File: src/rtl/sc_mon.sv
// sc_mon: checker for the saturating counter stage.
// Predicts the legal count sequence, reports completed runs and faults as
// event records through a 2-entry valid/ready buffer.
// Optional build macro: SC_MON_STATS_EN builds the saturation-entry counter.
module sc_mon (
    input  logic       clk,
    input  logic       rst,
    input  logic [2:0] cnt,
    input  logic       cnt_err,
    input  logic       ctr_rst,
    output logic       ev_valid,
    input  logic       ev_ready,
    output logic [1:0] ev_code,
    output logic [7:0] ev_data,
    output logic       err,
    output logic       ovf,
    output logic [7:0] sat_count
);

    localparam int unsigned CNT_W  = 3;
    localparam int unsigned DATA_W = 8;

    localparam logic [1:0] EV_DWELL    = 2'b00;
    localparam logic [1:0] EV_ABORT    = 2'b01;
    localparam logic [1:0] EV_MISMATCH = 2'b10;
    localparam logic [1:0] EV_CNTERR   = 2'b11;

    localparam logic [CNT_W-1:0]  CNT_MAX   = CNT_W'(5);
    localparam logic [DATA_W-1:0] DWELL_MAX = DATA_W'(255);

    typedef enum logic [1:0] {
        ST_SYNC  = 2'd0,
        ST_RUN   = 2'd1,
        ST_SAT   = 2'd2,
        ST_FAULT = 2'd3
    } state_t;

    typedef struct packed {
        logic [1:0]        code;
        logic [DATA_W-1:0] data;
    } ev_t;

    state_t            r_state;
    state_t            w_state_nxt;
    logic [CNT_W-1:0]  r_prev;
    logic              r_first;
    logic              r_prev_crst;
    logic [DATA_W-1:0] r_dwell;
    logic [DATA_W-1:0] w_dwell_nxt;
    logic [DATA_W-1:0] w_dwell_inc;
    logic [CNT_W-1:0]  w_exp;
    logic              w_push;
    logic              w_fault;
    ev_t               w_push_ev;
    logic              w_pop;
    logic              r_head_v;
    ev_t               r_head;
    logic              r_tail_v;
    ev_t               r_tail;
    logic              r_err;
    logic              r_ovf;

    // Expected counter value for this edge
    always_comb begin
        w_exp = '0;
        if (ctr_rst || r_first || r_prev_crst) begin
            w_exp = '0;
        end else if (r_prev >= CNT_W'(4)) begin
            w_exp = CNT_MAX;
        end else begin
            w_exp = r_prev + CNT_W'(1);
        end
    end

    assign w_dwell_inc = (r_dwell == DWELL_MAX) ? DWELL_MAX : r_dwell + DATA_W'(1);

    // Monitor state register
    always_ff @(posedge clk) begin
        if (rst) begin
            r_state <= ST_SYNC;
        end else begin
            r_state <= w_state_nxt;
        end
    end

    // Next state, checking and event generation
    always_comb begin
        w_state_nxt = r_state;
        w_push      = 1'b0;
        w_push_ev   = '0;
        w_fault     = 1'b0;
        w_dwell_nxt = r_dwell;
        case (r_state)
            ST_SYNC: begin
                if (!ctr_rst && (cnt == '0)) begin
                    w_state_nxt = ST_RUN;
                end
            end
            ST_RUN, ST_SAT: begin
                if (cnt_err) begin
                    w_push      = 1'b1;
                    w_push_ev   = '{code: EV_CNTERR, data: {5'b0, cnt}};
                    w_fault     = 1'b1;
                    w_state_nxt = ST_FAULT;
                end else if (cnt != w_exp) begin
                    w_push      = 1'b1;
                    w_push_ev   = '{code: EV_MISMATCH, data: {2'b0, w_exp, cnt}};
                    w_fault     = 1'b1;
                    w_state_nxt = ST_FAULT;
                end else if (ctr_rst) begin
                    w_push      = 1'b1;
                    w_dwell_nxt = '0;
                    w_state_nxt = ST_RUN;
                    if (r_state == ST_RUN) begin
                        w_push_ev = '{code: EV_ABORT, data: {5'b0, r_prev}};
                    end else begin
                        // Dwell includes the terminating cycle spent in SAT
                        w_push_ev = '{code: EV_DWELL, data: w_dwell_inc};
                    end
                end else if ((r_state == ST_RUN) && (cnt == CNT_MAX)) begin
                    w_dwell_nxt = '0;
                    w_state_nxt = ST_SAT;
                end else if (r_state == ST_SAT) begin
                    w_dwell_nxt = w_dwell_inc;
                end
            end
            ST_FAULT: begin
                if (ctr_rst) begin
                    w_state_nxt = ST_SYNC;
                end
            end
            default: begin
                w_state_nxt = ST_SYNC;
            end
        endcase
    end

    // Sample history, dwell counter and sticky error
    always_ff @(posedge clk) begin
        if (rst) begin
            r_prev      <= '0;
            r_first     <= 1'b1;
            r_prev_crst <= 1'b0;
            r_dwell     <= '0;
            r_err       <= 1'b0;
        end else begin
            r_prev      <= cnt;
            r_first     <= 1'b0;
            r_prev_crst <= ctr_rst;
            r_dwell     <= w_dwell_nxt;
            if (w_fault) begin
                r_err <= 1'b1;
            end
        end
    end

    assign w_pop = r_head_v && ev_ready;

    // Two-entry event buffer held as head/tail registers
    always_ff @(posedge clk) begin
        if (rst) begin
            r_head_v <= 1'b0;
            r_head   <= '0;
            r_tail_v <= 1'b0;
            r_tail   <= '0;
            r_ovf    <= 1'b0;
        end else if (w_pop) begin
            if (r_tail_v) begin
                r_head <= r_tail;
                if (w_push) begin
                    r_tail <= w_push_ev;
                end else begin
                    r_tail_v <= 1'b0;
                end
            end else if (w_push) begin
                r_head <= w_push_ev;
            end else begin
                r_head_v <= 1'b0;
            end
        end else if (w_push) begin
            if (!r_head_v) begin
                r_head_v <= 1'b1;
                r_head   <= w_push_ev;
            end else if (!r_tail_v) begin
                r_tail_v <= 1'b1;
                r_tail   <= w_push_ev;
            end else begin
                r_ovf <= 1'b1;
            end
        end
    end

    assign ev_valid = r_head_v;
    assign ev_code  = r_head.code;
    assign ev_data  = r_head.data;
    assign err      = r_err;
    assign ovf      = r_ovf;

`ifdef SC_MON_STATS_EN
    logic [DATA_W-1:0] r_sat_count;
    logic              w_sat_enter;

    assign w_sat_enter = (r_state == ST_RUN) && (w_state_nxt == ST_SAT);

    // Saturation-entry counter, wraps at 255
    always_ff @(posedge clk) begin
        if (rst) begin
            r_sat_count <= '0;
        end else if (w_sat_enter) begin
            r_sat_count <= r_sat_count + DATA_W'(1);
        end
    end

    assign sat_count = r_sat_count;
`else
    assign sat_count = '0;
`endif

endmodule

File: config.mk
export PLATFORM = sky130hd
export DESIGN_NAME = sc_mon
export DESIGN_NICKNAME = d
export VERILOG_FILES = /design/src/rtl/sc_mon.sv
export SDC_FILE = /design/constraint.sdc
export NUM_CORES = 1
export LEC_CHECK = 0
export CORE_MARGIN = 2
export CORE_UTILIZATION = 60
export DETAILED_ROUTE_END_ITERATION = 10
export DONT_BUFFER_PORTS = 1
export PLACE_DENSITY = 0.81
export SLEW_MARGIN = 40
export SYNTH_ARGS = -nofsm -noshare
export SYNTH_HDL_FRONTEND = slang
export SYNTH_SLANG_ARGS = --single-unit
File: constraint.sdc
create_clock -name clk -period 5.3 [get_ports clk]
set_input_delay 0 -clock clk [delete_from_list [all_inputs] [get_ports clk]]
set_output_delay 0 -clock clk [all_outputs]
set_load 0.01 [all_outputs]
# Word level (Yosys, flattened, before mapping)
# Index checks and enable logic that the tools add are counted.
# word_totals
ramBits	0
output_inout_bits	21
word_cells	99
romBits	0
ff_bits	39
inputBits	8
n_memories	0
latchBits	0
# op_classes
n_reduce_logical	20
order_cmp	1
n_mul	0
mux	45
div_mod_pow	0
add_sub_neg	2
n_eq_ne	15
bitwise	3
shift	0
# op_table
cell	count
2-to-1 mux 10 bit	13
2-to-1 mux 8 bit	4
2-to-1 mux 9 bit	2
2-to-1 mux 1 bit	17
inequality test 2 bit, second input constant	7
2-to-1 mux 2 bit	6
AND reduction 3 bit	3
adder 8 x 1 -> 8 bit, second input constant	1
equality test 8 bit, second input constant	1
AND reduction 4 bit	2
2-to-1 mux 3 bit	2
case mux 2 bit (3 select lines)	1
nonzero test 2 bit	3
inequality test 5 bit, second input constant	1
AND reduction 5 bit	1
equality test 2 bit, second input constant	2
adder 3 x 1 -> 3 bit, second input constant	1
equality test 3 bit, second input constant	1
greater-or-equal comparator 3 bit, second input constant	1
logical AND 1 bit	3
logical NOT 3 bit	1
inequality test 3 bit	1
inverter 1 bit	3
nonzero test 3 bit	1
7 further kinds	8

# Logic depth before layout (Yosys ltp)
# Gate-level depths: netlist of run 1.
# logic_depth
depth_word	11
depth_mapped	8
ltp_nobuf	8

# Worst setup path before layout of run 1
# OpenSTA, ideal clock, no wires.
# synth_timing
kind	reg2reg
startpoint	reg r_first
endpoint	reg r_tail[0] (netlist name)
stages_incl_launch_ff	8
path_buffers	1
setup_time_ns	0.072
slack_ns	2.982
period_less_slack_ns	2.318
t_arrival_ns	2.247
required_time_ns	5.228
path_cell_list	dfxtp_1 or3_4 or3b_4 xnor2_4 o41a_1 buf_6 o21ai_4 mux2i_1
# synth_between
elab_chain_cells	11
word_cells_on_any_way	19
cone_classes	eq/ne: 2; mux: 13; reduce/logical: 4
# synth_rtl
element	line_no	source
start, declared	46	logic r_first;
start signal, assigned	142	r_first <= 1'b1;
start signal, assigned	148	r_first <= 1'b0;
logical OR 1 bit (*) (2 in series)	66	if (ctr_rst || r_first || r_prev_crst) begin
2-to-1 mux 3 bit (*)	66	
inequality test 3 bit (*)	105	end else if (cnt != w_exp) begin
2-to-1 mux 10 bit	105	
2-to-1 mux 10 bit	100	if (cnt_err) begin
2-to-1 mux 10 bit	93	case (r_state)
2-to-1 mux 10 bit	184	end else if (!r_tail_v) begin
2-to-1 mux 10 bit	181	if (!r_head_v) begin
2-to-1 mux 10 bit	180	end else if (w_push) begin
2-to-1 mux 10 bit	167	end else if (w_pop) begin
end signal, assigned	171	r_tail <= w_push_ev;
end signal, assigned	186	r_tail <= w_push_ev;
end, declared	59	ev_t r_tail;
# Every way passes the cells marked *; elsewhere a longest branch is shown, timed or not. The select of a mux whose other input is x is not followed.
# A chain may end at the register's enable or synchronous reset.

# Worst setup path in the final report of run 1
# layout_timing
startpoint	reg r_first
endpoint	reg r_head (netlist bit ev_code[0])
# layout_between
elab_chain_cells	10
word_cells_on_any_way	18
cone_classes	eq/ne: 1; mux: 12; reduce/logical: 5
# layout_rtl
element	line_no	source
logical OR 1 bit (*) (2 in series)	66	
2-to-1 mux 3 bit (*)	66	
inequality test 3 bit (*)	105	
2-to-1 mux 10 bit	105	
2-to-1 mux 10 bit	100	
2-to-1 mux 10 bit	93	
2-to-1 mux 10 bit, on equally long branches	181, 175	
2-to-1 mux 10 bit, on equally long branches	180, 168	
2-to-1 mux 10 bit	167	
end signal, assigned	169	r_head <= r_tail;
end signal, assigned	176	r_head <= w_push_ev;
end signal, assigned	183	r_head <= w_push_ev;
end, declared	57	ev_t r_head;
# Marks and branches as above.

==> flow_summary.json, run 1 <==
{
  "slew_viol_final": 0,
  "rsz0062_at_grt": "false",
  "place_area_um2": 2435,
  "antenna_found_initial": 0,
  "gp_routability_congestion": 0.8996,
  "hold_viol_final": 0,
  "m1WireLength_um": 2563,
  "pin_count": 29,
  "wl_per_cell_um": 16.52,
  "die_area_um2": 4644,
  "cts_root_buf": "clkbuf_8",
  "cts.sink_count": 39,
  "first_global_vias": 1835,
  "synth_edf_count": 0,
  "coreArea_um2": 3971,
  "timing.slew.headroom": 0.5289,
  "nFillCells": 344,
  "initial_core_util": 0.6216,
  "synth_seq_cells": 39,
  "portBuffers": 0,
  "clock_latency_ns": 0.30,
  "dp.cells": 329,
  "syn_inst": 294,
  "dieWidth_um": 68.15,
  "syn_area_um2": 2469,
  "cts.clk_slew.worst_paths_ns": 0.08,
  "die_y_um": 68.15,
  "nNetsFinal": 308,
  "rows": 23,
  "grt_pass1_wl_um": 8790,
  "setup_viol": 0,
  "switching_share": 0.3241,
  "async_flop_share": 0,
  "crit_path_end_kind": "flip-flop",
  "clk_path_buf_depth": 2,
  "seqPwrFrac": 0.464,
  "hpwl_um": 3932,
  "drc": 0,
  "grtUsageTotal": 0.2536,
  "fin_area_um2": 2594,
  "finalClockSkew_ns": 0.008270,
  "path_max_fanout": 8,
  "maxCapViolations": 0,
  "p_switching_w": 0.0002382,
  "synth_cell_types": 62,
  "grt_max_degree": 24,
  "clock.fmax_ghz": 0.3801,
  "yosysWarnings": 0,
  "grt-ovfl-total": 0,
  "final_cell_count_no_fill": 343,
  "leakagePower_nw": 0.9507,
  "hold_path.class": "in -> reg",
  "worstPathArrival_ns": 2.85,
  "vias": 2159,
  "power_frac_comb": 0.230,
  "fin_util": 0.6531,
  "fin_crit_ns": 2.631,
  "cts_tree": "built",
  "cp-start-kind": "flip-flop",
  "cp.required_ns": 5.52,
  "routed_wl_um": 5665,
  "via_per_inst": 6.294,
  "min_period_over_period": 0.4964,
  "antenna_cells": 0,
  "h-tree-depth": 2,
  "route.met2.wl_um": 2612,
  "fin_setup_tns_ns": 0,
  "power.share.clock": 0.306,
  "ant_nets": 0,
  "worstSetupPathType": "reg -> reg",
  "first_pass_iters": 4,
  "drt_iter0_markers": 134,
  "drive_gt1_frac": 0.09898,
  "p_int_w": 0.0004969,
  "worst_pin_slew_ns": 0.7057,
  "outcome": "finished, final reports clean",
  "p_per_area_nw_per_um2": 283.4,
  "wl_met3_um": 428,
  "avgSynthCellArea_um2": 8.397,
  "routed.top_layer": "met4",
  "numCtsBuffers": 5,
  "postCtsSetupBuffers": 0,
  "ys.flop_type": "dfxtp_1",
  "irDropWorstVdd_mv": 0.1689,
  "area_delta_synth_final_pct": 5.069,
  "ys_seq_area_frac": 0.3163
}
==> power by group through the flow <==
| stage | Combinational, W | Sequential, W | Clock (W) |
|---|---|---|---|
| final | 0.000169 | 0.000341 | 0.000225 |
| after global routing | 0.000185 | 0.000344 | 0.000242 |
| after CTS | 0.000168 | 0.000341 | 0.000231 |
| after detailed placement | 0.000160 | 0.000348 | 0 |
| after global placement | 0.000157 | 0.000347 | 0 |
| after floorplan | 0.000149 | 0.000337 | 0 |
==> cell families (layout without fill, tap and decap cells) <==
| group | after synthesis | in the layout | synth area share |
|---|---|---|---|
| compound gates | 99 | 99 | 0.2985 |
| xor+xnor | 3 | 3 | 0.02585 |
| buf+inv | 43 | 35 | 0.08464 |
| simple gates | 95 | 95 | 0.2078 |
| other cells | 1 | 8 | 0.001519 |
| mux | 6 | 6 | 0.02484 |
| fa+ha+maj | 8 | 8 | 0.04055 |
| flops | 39 | 39 | 0.3163 |
==> sequential cells by signal, indices dropped and copies added (netlist names) <==
register / cells
r_first: 1
r_tail: 10
r_dwell: 8
ev_code: 2
ev_data: 8
ovf: 1
r_prev_crst: 1
r_prev: 3
err: 1
ev_valid: 1
r_state: 2
r_tail_v: 1
==> layer usage <==
metal	GRT usage	vias to the layer above
met3	0.07401	6
met5	0	-
li1	-	1066
met2	0.3968	81
met1	0.3394	1006
met4	0.07000	0
==> layout make-up <==
cell class                      instances  area [µm²]  area share
Timing Repair Buffer                    8       70.07     0.02701
Clock inverter                          1       7.507    0.002894
Sequential cell                        39       780.7      0.3010
Tap cell                               50       62.56     0.02412
Inverter                               19       71.32     0.02750
Clock buffer                            7       96.34     0.03714
Multi-Input combinational cell        219        1505      0.5803
==> cells in the mapped netlist, types with 3 or more instances <==
master / n / area (µm²)
a41oi_1: 3 / 26.28
o21ai_2: 3 / 26.28
nor2_1: 11 / 41.29
o211ai_1: 5 / 37.54
inv_1: 19 / 71.32
a21oi_1: 16 / 80.08
a211oi_1: 6 / 45.04
a31oi_1: 3 / 18.77
nor4_1: 3 / 18.77
nor2b_1: 10 / 62.56
a22o_1: 3 / 26.28
dfxtp_1: 39 / 780.8
and2_1: 4 / 25.02
ha_1: 8 / 100.1
buf_4: 8 / 60.06
nor3_1: 6 / 30.03
nand2b_1: 5 / 31.28
a32oi_1: 3 / 26.28
clkbuf_1: 11 / 41.29
a2111oi_1: 3 / 30.03
o21ai_0: 21 / 105.1
o31ai_1: 5 / 37.54
or3_4: 3 / 33.78
a2111oi_0: 4 / 35.03
mux2i_1: 5 / 50.05
or3_1: 3 / 18.77
nand2_1: 30 / 112.6
nand3_1: 12 / 60.06
==> per-stage QoR <==
stage	hold slack, ns	setup slack [ns]	power [W]
finish	0.01865	2.669	0.0007351
global route	0.02321	2.489	0.0007715
CTS	0.0002036	2.652	0.0007396
detailed placement	0.02913	2.675	0.0005077
global placement	0.02901	2.732	0.0005039
floorplan	0.02772	2.982	0.0004867
==> worst paths after layout <==
check             from          to  slack (ns)  cells past startpoint
min            ctr_rst   r_tail[9]        0.02                      3
min reg2reg  r_tail[8]   r_tail[8]        0.46                      2
max reg2reg    r_first  ev_code[0]        2.67                      7
max            r_first  ev_code[0]        2.67                      7
==> critical path, stage by stage, from the launching register on <==
cell      delay, ns
dfxtp_1        0.30
or3_4          0.42
or3b_4         0.48
xnor2_4        0.17
o41ai_2        0.55
buf_4          0.29
a21boi_1       0.12
a211oi_1       0.21
==> cells in the final DEF (no fill, tap or decap), drive strengths merged, types with 3 or more instances in the layout <==
master / Yosys / layout
dfxtp: 39 / 39
conb: 1 / 8
inv: 19 / 19
a32oi: 3 / 3
nor2: 11 / 11
nand2: 30 / 30
dlygate4sd3: 0 / 5
nand3: 12 / 12
a22o: 3 / 3
o31ai: 5 / 5
xnor2: 3 / 3
buf: 13 / 3
or3: 6 / 6
o21ai: 26 / 26
a41oi: 4 / 4
nor4: 3 / 3
o211ai: 5 / 5
nor2b: 10 / 10
mux2i: 5 / 5
clkbuf: 11 / 7
ha: 8 / 8
a211oi: 6 / 6
a21oi: 16 / 16
a2111oi: 7 / 7
a31oi: 3 / 3
nor3: 6 / 6
and2: 4 / 4
nand2b: 5 / 5
==> repair_timing <==
item                                   in CTS  in global routing
setup endpoints to repair                   0                  0
hold buffers                                6                  0
gates resized for setup                     0                  0
endpoints found under the hold margin      25                  0
Power figures use the tool's default switching activity.
==> inputs of run 2 (changes only) <==
- CORE_UTILIZATION: 60 -> 57
- PLACE_DENSITY: 0.81 -> 0.8
- clock period: 5.3 -> 2.4 ns (I/O delays scaled with it)
==> run 2 against run 1 <==
  * The flow now finishes with violations (negative hold slack)
  * Non-clock buffer count increased by 13
  * Sequential share of layout area decreased by 1.2 points
  * Critical path depth unchanged
  * Sequential power is 120% higher
  * Largest cell class unchanged
==> flow_summary.json, run 2 (synthesis gave the netlist of run 1 again) <==
{
  "outcome": "finished with violations",
  "violations": "negative hold slack",
  "largest_reg_flops": 10,
  "setup_viol": 0,
  "cts.sink_count": 39,
  "wl_per_cell_um": 16.51,
  "routed_wl_um": 5876,
  "coreArea_um2": 4086,
  "cp_num_buf_inv": 1,
  "rrSetupSlack_ns": 0.07,
  "cts.clk_slew.worst_paths_ns": 0.07,
  "clock_latency_ns": 0.30,
  "antenna_found_initial": 0,
  "crit_family": "simple AND/OR/NAND/NOR gates",
  "final_cell_count_no_fill": 356,
  "area_delta_synth_final_pct": 9.782,
  "regMostFlops": "r_tail",
  "multi_input_area_um2": 1536,
  "maxCapViolations": 0,
  "hold_path.class": "in -> reg",
  "grt_pass1_wl_um": 9722,
  "slowest_delay_ns": 0.47,
  "irDropWorstVdd_mv": 0.3138,
  "critPathSlowestCell": "o41a_1",
  "first_global_vias": 2022,
  "p_per_area_nw_per_um2": 594.4,
  "seq_area_um2": 782.0,
  "layout_commonest_cell": "dfxtp_1",
  "finalClockSkew_ns": 0.01015,
  "nNetsFinal": 321,
  "cts_tree": "built",
  "nFillCells": 329,
  "layout_common_cells": "dfxtp_1 (38), nand2_1 (30), o21ai_0 (21)",
  "grt-ovfl-total": 0,
  "path_depth": 7,
  "via_per_inst": 6.343,
  "clock.fmax_ghz": 0.4286,
  "slew_viol_final": 0,
  "cts_root_buf": "clkbuf_8",
  "leakagePower_nw": 1.013,
  "vias": 2258,
  "dieWidth_um": 69.81,
  "first_pass_iters": 5,
  "drt_iter0_markers": 244,
  "clk_path_buf_depth": 2,
  "crit_path_end_kind": "flip-flop",
  "die_y_um": 69.81,
  "initial_core_util": 0.6041,
  "drive_gt1_frac": 0.1471,
  "grt_max_degree": 24,
  "rows": 23,
  "fin_crit_ns": 2.333,
  "min_period_over_period": 0.9722,
  "worstSetupPathType": "reg -> reg",
  "numCtsBuffers": 5,
  "hpwl_um": 4177,
  "antenna_cells": 0,
  "rsz0062_at_grt": "true",
  "portBuffers": 0,
  "postCtsSetupBuffers": 0,
  "drc": 0,
  "cp_cell_sequence": "or3_4 > or3b_4 > xnor2_4 > o41a_1 > o21ai_4 > buf_4 > mux2i_1",
  "worst-r2r-cell-count": 7,
  "hold_slack_ns": -0.00002512,
  "die_area_um2": 4873,
  "worstPathArrival_ns": 2.57,
  "ant_nets": 0,
  "whs_path_depth": 2,
  "path_max_fanout": 6,
  "dp.cells": 343,
  "pin_count": 29,
  "h-tree-depth": 2,
  "grtUsageTotal": 0.2467,
  "cp-start-kind": "flip-flop",
  "cp.required_ns": 2.63,
  "gp_routability_congestion": 0.8896,
  "hold_viol_final": 1
}
==> run 2: cell type report <==
cell class / count / share of cell area
tap: 50 / 0.02308
inverter: 19 / 0.02632
timing repair buffer: 21 / 0.06510
multi-input combinational: 219 / 0.5669
sequential: 39 / 0.2886
clock inverter: 1 / 0.001847
clock buffer: 7 / 0.02816
==> run 2: where the power goes <==
| part | internal (W) | switching [W] |
|---|---|---|
| sequential | 0.000694 | 0.0000452 |
| combinational | 0.000180 | 0.000260 |
| clock | 0.000204 | 0.000228 |
| total | 0.00108 | 0.000533 |
==> run 2: path summary, 6_finish.rpt <==
kind | from | endpoint
max reg2reg | r_first | r_tail[8]
max | r_first | r_tail[8]
min reg2reg | r_tail[8] | r_tail[8]
min | cnt[1] | r_prev[1]
==> run 2: layer usage <==
metal / global-route usage / vias up / routed length [µm]
met1: 0.3421 / 1042 / 2639
met4: 0.1026 / 0 / 127
met5: 0 / - / 0
met3: 0.06541 / 11 / 528
li1: - / 1093 / -
met2: 0.3619 / 112 / 2582
==> run 2: metrics by stage <==
stage | cell area (µm²) | total power [W] | setup TNS, ns | utilization | setup WS, ns
5_1_grt | 2710 | 0.001693 | -0.1203 | 0.6632 | -0.02203
4_1_cts | 2671 | 0.001595 | 0 | 0.6537 | 0.04139
6_report | 2710 | 0.001611 | 0 | 0.6632 | 0.06683
3_3_place_gp | 2540 | 0.001149 | 0 | 0.6216 | 0.1003
3_5_place_dp | 2540 | 0.001158 | 0 | 0.6216 | 0.04871
2_1_floorplan | 2495 | 0.001075 | 0 | - | 0.08150
==> run 2: repair_timing <==
| action | 4_1_cts | 5_1_grt |
|---|---|---|
| endpoints found under the hold margin | 27 | 0 |
| hold buffers | 5 | 0 |
| gates resized for setup | 0 | 10 |
| setup endpoints to repair | 0 | 18 |
==> run 2: worst reg2reg max path, cell delays in order (launching register included) <==
cell and delay, ns:
dfxtp_1 0.30, or3_4 0.39, or3b_4 0.42, xnor2_4 0.15, o41a_1 0.47, o21ai_4 0.21
buf_4 0.17, mux2i_1 0.18
==> inputs of run 3 (changes only) <==
- CELL_PAD_IN_SITES_DETAIL_PLACEMENT: not set -> 1
- CELL_PAD_IN_SITES_GLOBAL_PLACEMENT: not set -> 2
- CORE_UTILIZATION: 57 -> 34
- PLACE_DENSITY: 0.8 -> 0.79
==> run 3 against run 2 <==
  * The run now ends clean
  * Hold slack gained 0.016 ns
  * Power grew 4.3%
  * Sequential share of layout area shrank 1.4 points
  * Count of clock-buffer cells in the layout shrank 1
  * Global-route usage shrank 5.6 points
  * Register-to-register slack lost 0.04 ns
  * Largest cell class unchanged
  * Largest power group unchanged
==> flow_summary.json, run 3 (synthesis gave the netlist of run 1 again) <==
{
  "nNetsFinal": 328,
  "regMostFlops": "r_tail",
  "startpoint": "r_prev[1]",
  "final_cell_count_no_fill": 412,
  "rows": 31,
  "power.share.clock": 0.276,
  "worst_pin_slew_ns": 0.5915,
  "initial_core_util": 0.3459,
  "setup_viol": 0,
  "cts.sink_count": 39,
  "drc": 0,
  "layout_common_cells": "dfxtp_1 (36), nand2_1 (30), o21ai_0 (21), buf_4 (21), inv_1 (19)",
  "grt_max_degree": 24,
  "antenna_cells": 0,
  "fin_crit_ns": 2.375,
  "fin_area_um2": 2860,
  "maxCapViolations": 0,
  "antenna_found_initial": 0,
  "clock_latency_ns": 0.29,
  "total_power_w": 0.001681,
  "power_frac_comb": 0.282,
  "leakagePower_nw": 1.046,
  "grtUsageTotal": 0.1912,
  "portBuffers": 0,
  "timing.slew.headroom": 0.6053,
  "switching_share": 0.3515,
  "dp.cells": 394,
  "clk_path_buf_depth": 2,
  "drt_iter0_markers": 110,
  "finalClockSkew_ns": 0.006083,
  "cts_tree": "built",
  "outcome": "finished, final reports clean",
  "min_period_over_period": 0.9894,
  "hold_viol_final": 0,
  "h-tree-depth": 2,
  "nFillCells": 880,
  "gp_routability_congestion": 0.8188,
  "p_switching_w": 0.0005907,
  "p_per_area_nw_per_um2": 587.6,
  "grt_pass1_wl_um": 11700,
  "grt-ovfl-total": 0,
  "place_area_um2": 2616,
  "cts_root_buf": "clkbuf_8",
  "largest_reg_flops": 10,
  "worstPathArrival_ns": 2.59,
  "pin_count": 29,
  "via_per_inst": 5.519,
  "numCtsBuffers": 5,
  "die_y_um": 89.21,
  "path_max_fanout": 5,
  "cts.clk_slew.worst_paths_ns": 0.08,
  "hpwl_um": 5204,
  "cp.required_ns": 2.62,
  "slew_viol_final": 0,
  "coreArea_um2": 7137,
  "routed_wl_um": 7277,
  "die_area_um2": 7958,
  "r2r-start": "r_prev[1]",
  "p_int_w": 0.001090,
  "hp-start": "ctr_rst",
  "clock.fmax_ghz": 0.4211,
  "layout_commonest_cell": "dfxtp_1",
  "ant_nets": 0,
  "cp-start-kind": "flip-flop",
  "first_global_vias": 2212,
  "seqPwrFrac": 0.442,
  "drive_gt1_frac": 0.1853,
  "rsz0062_at_grt": "true",
  "crit_path_end_kind": "flip-flop",
  "dieWidth_um": 89.21,
  "vias": 2274,
  "irDropWorstVdd_mv": 0.3301,
  "wl_per_cell_um": 17.66,
  "first_pass_iters": 4,
  "worstSetupPathType": "reg -> reg",
  "hold_slack_ns": 0.01619,
  "hold_path.class": "in -> reg",
  "area_delta_synth_final_pct": 15.86
}
[run 3: worst paths after layout]
path                                   to  slack, ns  cells past startpoint
worst max register to register  r_tail[1]       0.03                      8
worst min register to register  r_tail[0]       0.47                      2
worst max-delay path            r_tail[1]       0.03                      8
worst min-delay path            r_tail[9]       0.02                      3
[run 3: final cells by class]
type | count | area [µm²] | share of cell area
flip-flops and latches | 39 | 784.5 | 0.2743
well taps | 99 | 123.9 | 0.04331
clock buffers | 6 | 72.57 | 0.02537
clock inverters | 2 | 12.51 | 0.004374
repair buffers | 28 | 224.0 | 0.07830
multi-input cells | 219 | 1572 | 0.5494
inverters | 19 | 71.32 | 0.02493
[run 3: power groups by stage]
stage          logic [W]  clock network, W  registers, W
2_1_floorplan   0.000330                 0      0.000745
5_1_grt         0.000517          0.000501      0.000751
3_5_place_dp    0.000430                 0      0.000757
4_1_cts         0.000448          0.000472      0.000742
6_report        0.000474          0.000464      0.000743
3_3_place_gp    0.000418                 0      0.000756
[run 3: critical path, stage by stage, from the launching register on]
cell and delay (ns):
dfxtp_2 0.34, inv_1 0.08, ha_4 0.27, or3b_4 0.45
xnor2_4 0.19, o41a_1 0.44, o21ai_4 0.18, buf_4 0.16
mux2i_1 0.19
[run 3: routing by layer]
metal  share of wire  up-vias  GRT usage
li1                -     1104          -
met1            0.47     1120     0.2656
met2            0.48       46     0.3044
met3           0.042        4    0.04340
met4          0.0081        0    0.04071
met5               0        -          0
[run 3: timing repair]
item                                    CTS  global route
buffers inserted                          0             4
endpoints found under the setup margin    0            21
gates resized for setup                   0            15
hold buffers                              6             0
endpoints found under the hold margin    26             0
[run 3: per-stage QoR]
step	util	TNS [ns]	setup slack [ns]
floorplan	-	0	0.08150
global placement	0.3666	0	0.07565
detailed placement	0.3666	0	0.03395
CTS	0.3869	0	0.002784
global route	0.4008	-0.2860	-0.04954
finish	0.4008	0	0.02548
